--- src/rtl/mc_core_pkg.sv ---
// Shared encodings for mc_branch_core: ALU opcodes, write-back selects,
// FSM states and the instruction word layout.
package mc_core_pkg;

  localparam logic [3:0] ALU_ADD = 4'd0;
  localparam logic [3:0] ALU_SUB = 4'd1;
  localparam logic [3:0] ALU_XOR = 4'd2;
  localparam logic [3:0] ALU_OR  = 4'd3;
  localparam logic [3:0] ALU_AND = 4'd4;
  localparam logic [3:0] ALU_SLL = 4'd5;
  localparam logic [3:0] ALU_SRL = 4'd6;
  localparam logic [3:0] ALU_SRA = 4'd7;
  localparam logic [3:0] ALU_LT  = 4'd8;
  localparam logic [3:0] ALU_LTU = 4'd9;
  localparam logic [3:0] ALU_EQ  = 4'd10;
  localparam logic [3:0] ALU_NE  = 4'd11;
  localparam logic [3:0] ALU_GE  = 4'd12;
  localparam logic [3:0] ALU_GEU = 4'd13;

  localparam logic [1:0] WS_IMM  = 2'd0;
  localparam logic [1:0] WS_IN   = 2'd1;
  localparam logic [1:0] WS_ALU  = 2'd2;
  localparam logic [1:0] WS_ZERO = 2'd3;

  typedef enum logic [1:0] {
    S_FETCH = 2'd0,
    S_EXEC  = 2'd1,
    S_HALT  = 2'd2
  } state_e;

  // Field order from bit 31 down to bit 0.
  typedef struct packed {
    logic       b;
    logic       c;
    logic       halt;
    logic [1:0] ws;
    logic [3:0] op;
    logic [4:0] ra1;
    logic [4:0] ra2;
    logic [4:0] wa;
    logic [7:0] imm;
  } instr_t;

endpackage

--- src/rtl/mc_regfile.sv ---
// Register file: two asynchronous read ports, one synchronous write port,
// register 0 hard-wired to zero, synchronous active-low clear.
module mc_regfile
  import mc_core_pkg::*;
#(
  parameter int DATA_W = 32,
  parameter int NREG   = 32,
  parameter int IDX_W  = $clog2(NREG)
) (
  input  logic              clk,
  input  logic              rst_n,
  input  logic [IDX_W-1:0]  ra1,
  input  logic [IDX_W-1:0]  ra2,
  output logic [DATA_W-1:0] rd1,
  output logic [DATA_W-1:0] rd2,
  input  logic              we,
  input  logic [IDX_W-1:0]  wa,
  input  logic [DATA_W-1:0] wd
);

  logic [DATA_W-1:0] regs_r [NREG];

  // Storage update: clear on reset, otherwise write any register but 0.
  always_ff @(posedge clk) begin
    if (!rst_n) begin
      for (int i = 0; i < NREG; i++) begin
        regs_r[i] <= '0;
      end
    end else if (we && (wa != '0)) begin
      regs_r[wa] <= wd;
    end
  end

  assign rd1 = (ra1 == '0) ? '0 : regs_r[ra1];
  assign rd2 = (ra2 == '0) ? '0 : regs_r[ra2];

endmodule

--- src/rtl/mc_branch_core.sv ---
// Multi-cycle branch/ALU core: fetches over req/ack, executes one instruction
// per FETCH/EXEC pair, writes back or branches, and halts on request.
module mc_branch_core
  import mc_core_pkg::*;
#(
  parameter int DATA_W   = 32,
  parameter int ADDR_W   = 32,
  parameter int NREG     = 32,
  parameter int IN_W     = 10,
  parameter int OUT_REG  = 31,
  parameter int RESET_PC = 0,
  parameter int CNT_W    = 32
) (
  input  logic              clk_i,
  input  logic              rst_i,
  output logic              imem_req_o,
  output logic [ADDR_W-1:0] imem_addr_o,
  input  logic              imem_ack_i,
  input  logic [31:0]       imem_data_i,
  input  logic [IN_W-1:0]   in_data_i,
  input  logic              in_valid_i,
  output logic              in_ready_o,
  output logic [DATA_W-1:0] out_data_o,
  output logic              out_valid_o,
  output logic [ADDR_W-1:0] pc_o,
  output logic [CNT_W-1:0]  retired_o,
  output logic              halted_o
);

  localparam int IDX_W = $clog2(NREG);
  localparam int SH_W  = $clog2(DATA_W);

  state_e            state_r;
  logic              req_r;
  logic [ADDR_W-1:0] pc_r;
  instr_t            instr_r;
  logic              in_ready_r;
  logic [CNT_W-1:0]  retired_r;
  logic [DATA_W-1:0] out_data_r;
  logic              out_valid_r;
  logic              halted_r;

  logic [DATA_W-1:0] rd1_s, rd2_s, alu_s, wd_s;
  logic              flag_s, wb_en_s, commit_s, we_s, out_hit_s;
  logic [ADDR_W-1:0] next_pc_s, br_off_s;
  logic [SH_W-1:0]   shamt_s;
  logic [IDX_W-1:0]  wa_s;
  instr_t            fetched_s;

  assign fetched_s = instr_t'(imem_data_i);
  assign wa_s      = instr_r.wa[IDX_W-1:0];
  assign shamt_s   = rd2_s[SH_W-1:0];
  assign wb_en_s   = !instr_r.b && !instr_r.c && !instr_r.halt;
  // An input-port instruction waits in EXEC until its handshake completes.
  assign commit_s  = (state_r == S_EXEC) && (!in_ready_r || in_valid_i);
  assign we_s      = commit_s && wb_en_s;
  assign out_hit_s = (wa_s == IDX_W'(OUT_REG));
  assign br_off_s  = ADDR_W'($signed({instr_r.imm, 2'b00}));

  mc_regfile #(
    .DATA_W (DATA_W),
    .NREG   (NREG),
    .IDX_W  (IDX_W)
  ) u_regfile (
    .clk   (clk_i),
    .rst_n (rst_i),
    .ra1   (instr_r.ra1[IDX_W-1:0]),
    .ra2   (instr_r.ra2[IDX_W-1:0]),
    .rd1   (rd1_s),
    .rd2   (rd2_s),
    .we    (we_s),
    .wa    (wa_s),
    .wd    (wd_s)
  );

  // ALU result and compare flag; the flag stays low for non-compare ops.
  always_comb begin
    alu_s  = '0;
    flag_s = 1'b0;
    case (instr_r.op)
      ALU_ADD: alu_s = rd1_s + rd2_s;
      ALU_SUB: alu_s = rd1_s - rd2_s;
      ALU_XOR: alu_s = rd1_s ^ rd2_s;
      ALU_OR:  alu_s = rd1_s | rd2_s;
      ALU_AND: alu_s = rd1_s & rd2_s;
      ALU_SLL: alu_s = rd1_s << shamt_s;
      ALU_SRL: alu_s = rd1_s >> shamt_s;
      ALU_SRA: alu_s = $signed(rd1_s) >>> shamt_s;
      ALU_LT:  flag_s = $signed(rd1_s) < $signed(rd2_s);
      ALU_LTU: flag_s = rd1_s < rd2_s;
      ALU_EQ:  flag_s = rd1_s == rd2_s;
      ALU_NE:  flag_s = rd1_s != rd2_s;
      ALU_GE:  flag_s = $signed(rd1_s) >= $signed(rd2_s);
      ALU_GEU: flag_s = rd1_s >= rd2_s;
      default: alu_s = '0;
    endcase
    if (flag_s) begin
      alu_s = DATA_W'(1'b1);
    end else begin
      alu_s = alu_s;
    end
  end

  // Write-back data select.
  always_comb begin
    wd_s = '0;
    case (instr_r.ws)
      WS_IMM:  wd_s = DATA_W'($signed(instr_r.imm));
      WS_IN:   wd_s = DATA_W'($signed(in_data_i));
      WS_ALU:  wd_s = alu_s;
      WS_ZERO: wd_s = '0;
      default: wd_s = '0;
    endcase
  end

  // Next PC in priority order: HALT, jump, taken branch, sequential.
  always_comb begin
    next_pc_s = pc_r;
    if (instr_r.halt) begin
      next_pc_s = pc_r;
    end else if (instr_r.b || (instr_r.c && flag_s)) begin
      next_pc_s = pc_r + br_off_s;
    end else begin
      next_pc_s = pc_r + ADDR_W'(32'd4);
    end
  end

  // Control FSM with all registered outputs. The request is raised one cycle
  // after reset so that a fetch in flight at reset is visibly dropped.
  always_ff @(posedge clk_i) begin
    if (!rst_i) begin
      state_r     <= S_FETCH;
      req_r       <= 1'b0;
      pc_r        <= ADDR_W'(RESET_PC);
      instr_r     <= '0;
      in_ready_r  <= 1'b0;
      retired_r   <= '0;
      out_data_r  <= '0;
      out_valid_r <= 1'b0;
      halted_r    <= 1'b0;
    end else begin
      out_valid_r <= 1'b0;
      case (state_r)
        S_FETCH: begin
          if (!req_r) begin
            req_r <= 1'b1;
          end else if (imem_ack_i) begin
            instr_r    <= fetched_s;
            req_r      <= 1'b0;
            state_r    <= S_EXEC;
            in_ready_r <= !fetched_s.b && !fetched_s.c && !fetched_s.halt &&
                          (fetched_s.ws == WS_IN);
          end
        end
        S_EXEC: begin
          if (commit_s) begin
            pc_r       <= next_pc_s;
            retired_r  <= retired_r + CNT_W'(1'b1);
            in_ready_r <= 1'b0;
            if (we_s && out_hit_s) begin
              out_data_r  <= wd_s;
              out_valid_r <= 1'b1;
            end
            if (instr_r.halt) begin
              state_r  <= S_HALT;
              halted_r <= 1'b1;
            end else begin
              state_r <= S_FETCH;
              req_r   <= 1'b1;
            end
          end
        end
        S_HALT: begin
          state_r <= S_HALT;
        end
        default: begin
          state_r <= S_FETCH;
          req_r   <= 1'b0;
        end
      endcase
    end
  end

  assign imem_req_o  = req_r;
  assign imem_addr_o = pc_r;
  assign in_ready_o  = in_ready_r;
  assign out_data_o  = out_data_r;
  assign out_valid_o = out_valid_r;
  assign pc_o        = pc_r;
  assign retired_o   = retired_r;
  assign halted_o    = halted_r;

endmodule

--- config.mk ---
export PLATFORM = sky130hd
export DESIGN_NAME = mc_branch_core
export DESIGN_NICKNAME = d
export VERILOG_FILES = /design/src/rtl/mc_core_pkg.sv /design/src/rtl/mc_regfile.sv /design/src/rtl/mc_branch_core.sv
export SDC_FILE = /design/constraint.sdc
export NUM_CORES = 2
export LEC_CHECK = 0
export BUFFER_PORTS_ARGS = -buffer_cell sky130_fd_sc_hd__buf_2
export CELL_PAD_IN_SITES_DETAIL_PLACEMENT = 2
export CELL_PAD_IN_SITES_GLOBAL_PLACEMENT = 2
export CORE_UTILIZATION = 40
export DETAILED_ROUTE_END_ITERATION = 8
export GPL_TIMING_DRIVEN = 1
export PLACE_DENSITY_LB_ADDON = 0.1
export SYNTH_ARGS = -nofsm -noshare
export SYNTH_HDL_FRONTEND = slang
export SYNTH_SLANG_ARGS = --single-unit
export TNS_END_PERCENT = 10
--- constraint.sdc ---
create_clock -name clk_i -period 8.8 [get_ports clk_i]
set_clock_uncertainty 0.05 [all_clocks]
set_input_delay 0.44 -clock clk_i [delete_from_list [all_inputs] [get_ports clk_i]]
set_output_delay 0.44 -clock clk_i [all_outputs]
set_load 0.02 [all_outputs]
# Yosys cells after proc, flatten, opt, wreduce, memory -nomap -nowiden
# Memory sizes are Yosys's and may differ from the RTL's. A register that Yosys moved wholly into a read port is not among the register bits.
# Index checks and enable logic that the tools add are counted.
# W data, S select, Z words.
# word_totals
reg_bits	134
latchBits	0
ramBits	1024
mem_bits_ro	0
in_bits	46
out_inout_bits	132
word_cells	130
memories	1
# mem_list
memory	depth	word_bits	rd	rd_clocked_by_memory_dff	wr	line	text
u_regfile.regs_r	32	32	2	2	32	mc_regfile.sv:21	logic [DATA_W-1:0] regs_r [NREG];
# classes
n_addsub	5
n_mul	0
div	0
order_cmp	4
n_eq_ne	26
shift	3
mux	33
bitwise_logic	5
n_reduce_logical	36
# ops
operator	n
$pmux W32 S8	1
$mux W32	5
$pmux W32 S4	1
$add A32 B32 Y32	2
$ge A32 B32 Y1	2
$lt A32 B32 Y1	2
$add A32 B1 Y32 const B	1
$add A32 B3 Y32 const B	1
$and A32 B32 Y32	1
$eq A32 B32 Y1	1
$ne A32 B32 Y1	1
$or A32 B32 Y32	1
$reduce_or A32 Y1	1
$shl A32 B5 Y32	1
$shr A32 B5 Y32	1
$sshr A32 B5 Y32	1
$sub A32 B32 Y32	1
$xor A32 B32 Y32	1
$mux W5	5
$eq A4 B4 Y1 const B	6
$reduce_and A3 Y1	7
$eq A4 B3 Y1 const B	4
$mux W1	13
$logic_and A1 B1 Y1	10
other kinds (21)	42

# Depth between registers and ports, before layout
# depth
depth_word	10
mapped_depth	37
ltp_nobuf	29

# Modules after synthesis
# A second synthesis with hierarchy kept.
# hier_totals
cells_unflattened	5834
area_unflattened_um2	69517.9
# modules_own_cells
module	n_inst	cells_each	area_per_inst_um2	seq_area_each_um2
mc_regfile	1	3763	54557.3	30749.5
mc_branch_core	1	2071	14960.6	2642.5

# Worst setup path after synthesis
# Ideal clock, no wire load.
# synth_timing
path_type	reg2reg
start	reg with a tool-made name
end	reg pc_r[31] (netlist: imem_addr_o[31])
setup_ns	0.072
arrival_time_ns	8.591
required_time_ns	8.678
setup_slack_ns	0.088
path_stages_with_launch	36
path_buffers	8
synth_period_minus_slack_ns	8.712
cell_sequence	dfxtp_1 buf_6 buf_8 buf_4 buf_2 buf_2 buf_1 buf_1 mux4_2 mux4_2 nand2_1 nand2_1 nand2_1 ha_1 clkbuf_1 nand4_1 nor3_1 and2_1 o21ai_0 nand4_1 nand2_1 or4_1 a31oi_1 nor2_1 ha_1 a21o_1 a21o_1 a21o_1 nand2_1 nand3_1 a41o_1 o41a_1 a21o_1 a21oi_1 mux2i_1 mux2i_1
# synth_lines
item	line	text
end signal: assignment	mc_branch_core.sv:134	pc_r <= ADDR_W'(RESET_PC);
end signal: assignment	mc_branch_core.sv:157	pc_r <= next_pc_s;
end: declaration	mc_branch_core.sv:35	logic [ADDR_W-1:0] pc_r;

==> impl_metrics.ini <==
[power_and_ir_drop]
cellPowerDensity_nw_per_um2 = 205
power.leakage_uw = 0.0276
ir_drop_v = 0.000210

[logic_synthesis]
syn_inst = 5690
postSynth.asyncResetShare_pct = 0
synth.distinct_cells = 107
yosysWarnings = 0
synthFlopType = edfxtp_1
synth.avg_cell_area_um2 = 12.1
netlist_area_um2 = 68600
synth_seq_cells = 1166
yosysTopAreaCellShare_pct = 44.8
synth_area_leaders = edfxtp_1, mux4_2, nor2_1
yosys.area.top_type = edfxtp_1
ys_seq_area_share_pct = 49.0
synth-edff-count = 1024

[routing]
vias = 54400
antenna_left = 0
drt_wl_total_um = 311000
viasPerCell = 6.65
first_pass_iters = 6
drt-wirelength-per-cell_um = 38.0
drt_iter0_markers = 6577
route.detailed.drc = 0

[final_layout]
drive_above_1_share_pct = 24.6
fillers = 16700
finalCoreUtilization_pct = 45.9
syn2layout_area_growth_pct = 13.7
multi_input_area_um2 = 32500
regArea_um2 = 33600
nets = 6024
final_cells = 8182

[clocking]
cts_max_path_buffers = 3
cts_buffers = 140
cts_sinks = 1166
path_clk_slew_ps = 60
htree_levels = 4
cts_tree = done
cts-root-buf = clkbuf_16
clk_latency_ps = 810

[worst_setup_path]
r2r_slack_ps = 360
cp_common_cell = buf_4
critPathMaxStageDelay_ps = 610
cp_max_fo = 9
cp.arrival_ps = 9080
required_ps = 9440
path_delay_family = simple AND/OR/NAND/NOR gates
path_buf_inv = 6
critPathKind = register to register
crit_slowest_cell = or4_1
startpoint_type = register
r2r_cells = 32
end_kind = register
worstReg2RegEnd = imem_addr_o[31]

[placement]
routabilityCongestion = 0.973
dp.final_hpwl_um = 208000
place_inst = 7885
portBuffers = 173

[grt]
grt_max_degree = 57
track_usage_pct = 35.5
grt_pass1_wl_um = 438000
antenna_found_initial = 18
grt_pass1_vias = 56900
grt_overflow_total = 0

[run]
drv_cap = 0

[timing]
max_freq_mhz = 119
worst_pin_slew_ps = 1430
finalHoldViolCount = 0
slew_viol_final = 0
final.period_utilization_pct = 95.9
fin_crit_ps = 8440
slew_headroom_pct = 4.34
finalSetupViolCount = 0

[die]
core_um2 = 170000
dieArea_um2 = 173000
rows = 151
die_x_um = 416
start_util_pct = 40.4
dieHeight_um = 416
io_pins = 178

[worst_hold_path]
worstHoldPathType = input pin to register
holdCritStartpoint = imem_data_i[22]
whs_endpoint = instr_r[22]
whs_path_depth = 3

[run_status]
outcome = completed
## cells in the mapped netlist, drive strengths merged (19+ instances only)
cell and n:
o211ai 40, nor2 1149, nand2 424, a21oi 252, or3 26, o221ai 24
o21ai 186, nand4 30, and2 25, xnor2 35, inv 120, edfxtp 1024
nor2b 50, clkbuf 274, nand3 88, o22ai 63, buf 275, a21o 35
nor3 58, a211oi 65, a31oi 56, mux2 19, o21bai 23, nand2b 63
xor2 27, ha 127, mux2i 143, dfxtp 142, mux4 603, o31ai 21
## worst max-delay path by stage
stage | end | slack (ps) | cells past startpoint
4_1_cts | imem_addr_o[31] | 80 | 29
5_1_grt | imem_addr_o[31] | -2 | 32
6_report | imem_addr_o[31] | 360 | 32
2_1_floorplan | imem_addr_o[31] | 90 | 35
3_5_place_dp | imem_addr_o[31] | 140 | 29
3_3_place_gp | imem_addr_o[31] | 250 | 28
## area by class of cell
class / count / area share (%)
inverters: 124 / 0.610
flip-flops and latches: 1166 / 43.1
well taps: 2218 / 3.56
clock inverters: 75 / 0.923
clock buffers: 177 / 4.79
repair buffers: 530 / 5.30
diodes: 6 / 0.0193
multi-input cells: 3886 / 41.7
## layout by cell type (no fill, tap or decap), types with 133 or more instances in the layout
| cell | count |
|---|---|
| clkbuf_16 | 144 |
| nor2_1 | 1138 |
| o21ai_0 | 142 |
| nand2_1 | 389 |
| dfxtp_1 | 133 |
| edfxtp_1 | 1024 |
| mux4_2 | 603 |
| a21oi_1 | 245 |
| buf_2 | 173 |
| mux2i_1 | 142 |
| buf_4 | 289 |
## metrics by stage
stage	total power, uW	setup slack (ps)	hold WS [ps]	area (um^2)	setup TNS, ps
after floorplan	8600	87.7	394	68700	0
after global placement	10100	254	382	73000	0
after detailed placement	10200	145	394	73000	0
after CTS	15900	83.5	30.7	77700	0
after global routing	16300	-2.27	44.6	77900	-2.27
final	16000	365	83.3	78000	0
## cells by family (layout without fill, tap and decap cells)
family / Yosys count / after routing / share of synthesized area (%)
AND/OR/NAND/NOR: 1999 / 1999 / 12.4
flip-flops: 1166 / 1166 / 49.0
AO/OA/AOI/OAI: 894 / 894 / 8.58
multiplexers: 765 / 765 / 22.2
buffers and inverters: 673 / 906 / 4.62
adder cells (fa/ha/maj): 130 / 130 / 2.40
XOR/XNOR: 62 / 62 / 0.792
other: 1 / 42 / 0.00547
## timing repair
action                                 in CTS  in global routing
setup endpoints to repair                   0                  5
endpoints found under the hold margin      35                  0
hold buffers                               28                  0
setup buffers                               0                  9
resized for setup                           0                 19
## where the power goes
group,leakage (uW),total [uW],internal [uW],switching (uW)
logic,0.0137,3880,1200,2680
clock network,0.00216,5750,3210,2540
registers,0.0117,6330,6180,144
total,0.0276,16000,10600,5370
## tightest hold or removal path: cells and delay by family
kind	cells	cell delay, ps
buffers and inverters	1	100
AOI/OAI and AO/OA	1	190
and+or+nand+nor	1	50
## per-layer routing
layer	wire length, um	track usage (%)	vias to the layer above
met2	147000	57.3	2982
met1	125000	48.3	29200
met3	26600	6.10	599
met5	34	0	-
met4	12100	12.5	4
li1	-	-	21700
## registers in the layout, summed over array words and instances, names as in the netlist, 2 cells and up, named ones only
register / cells
u_regfile.regs_r: 1024
retired_o: 32
instr_r: 19
wa_s: 5
br_off_s: 8
state_r: 2
out_data_o: 32
imem_addr_o: 30
(Power assumes the default switching activity.)
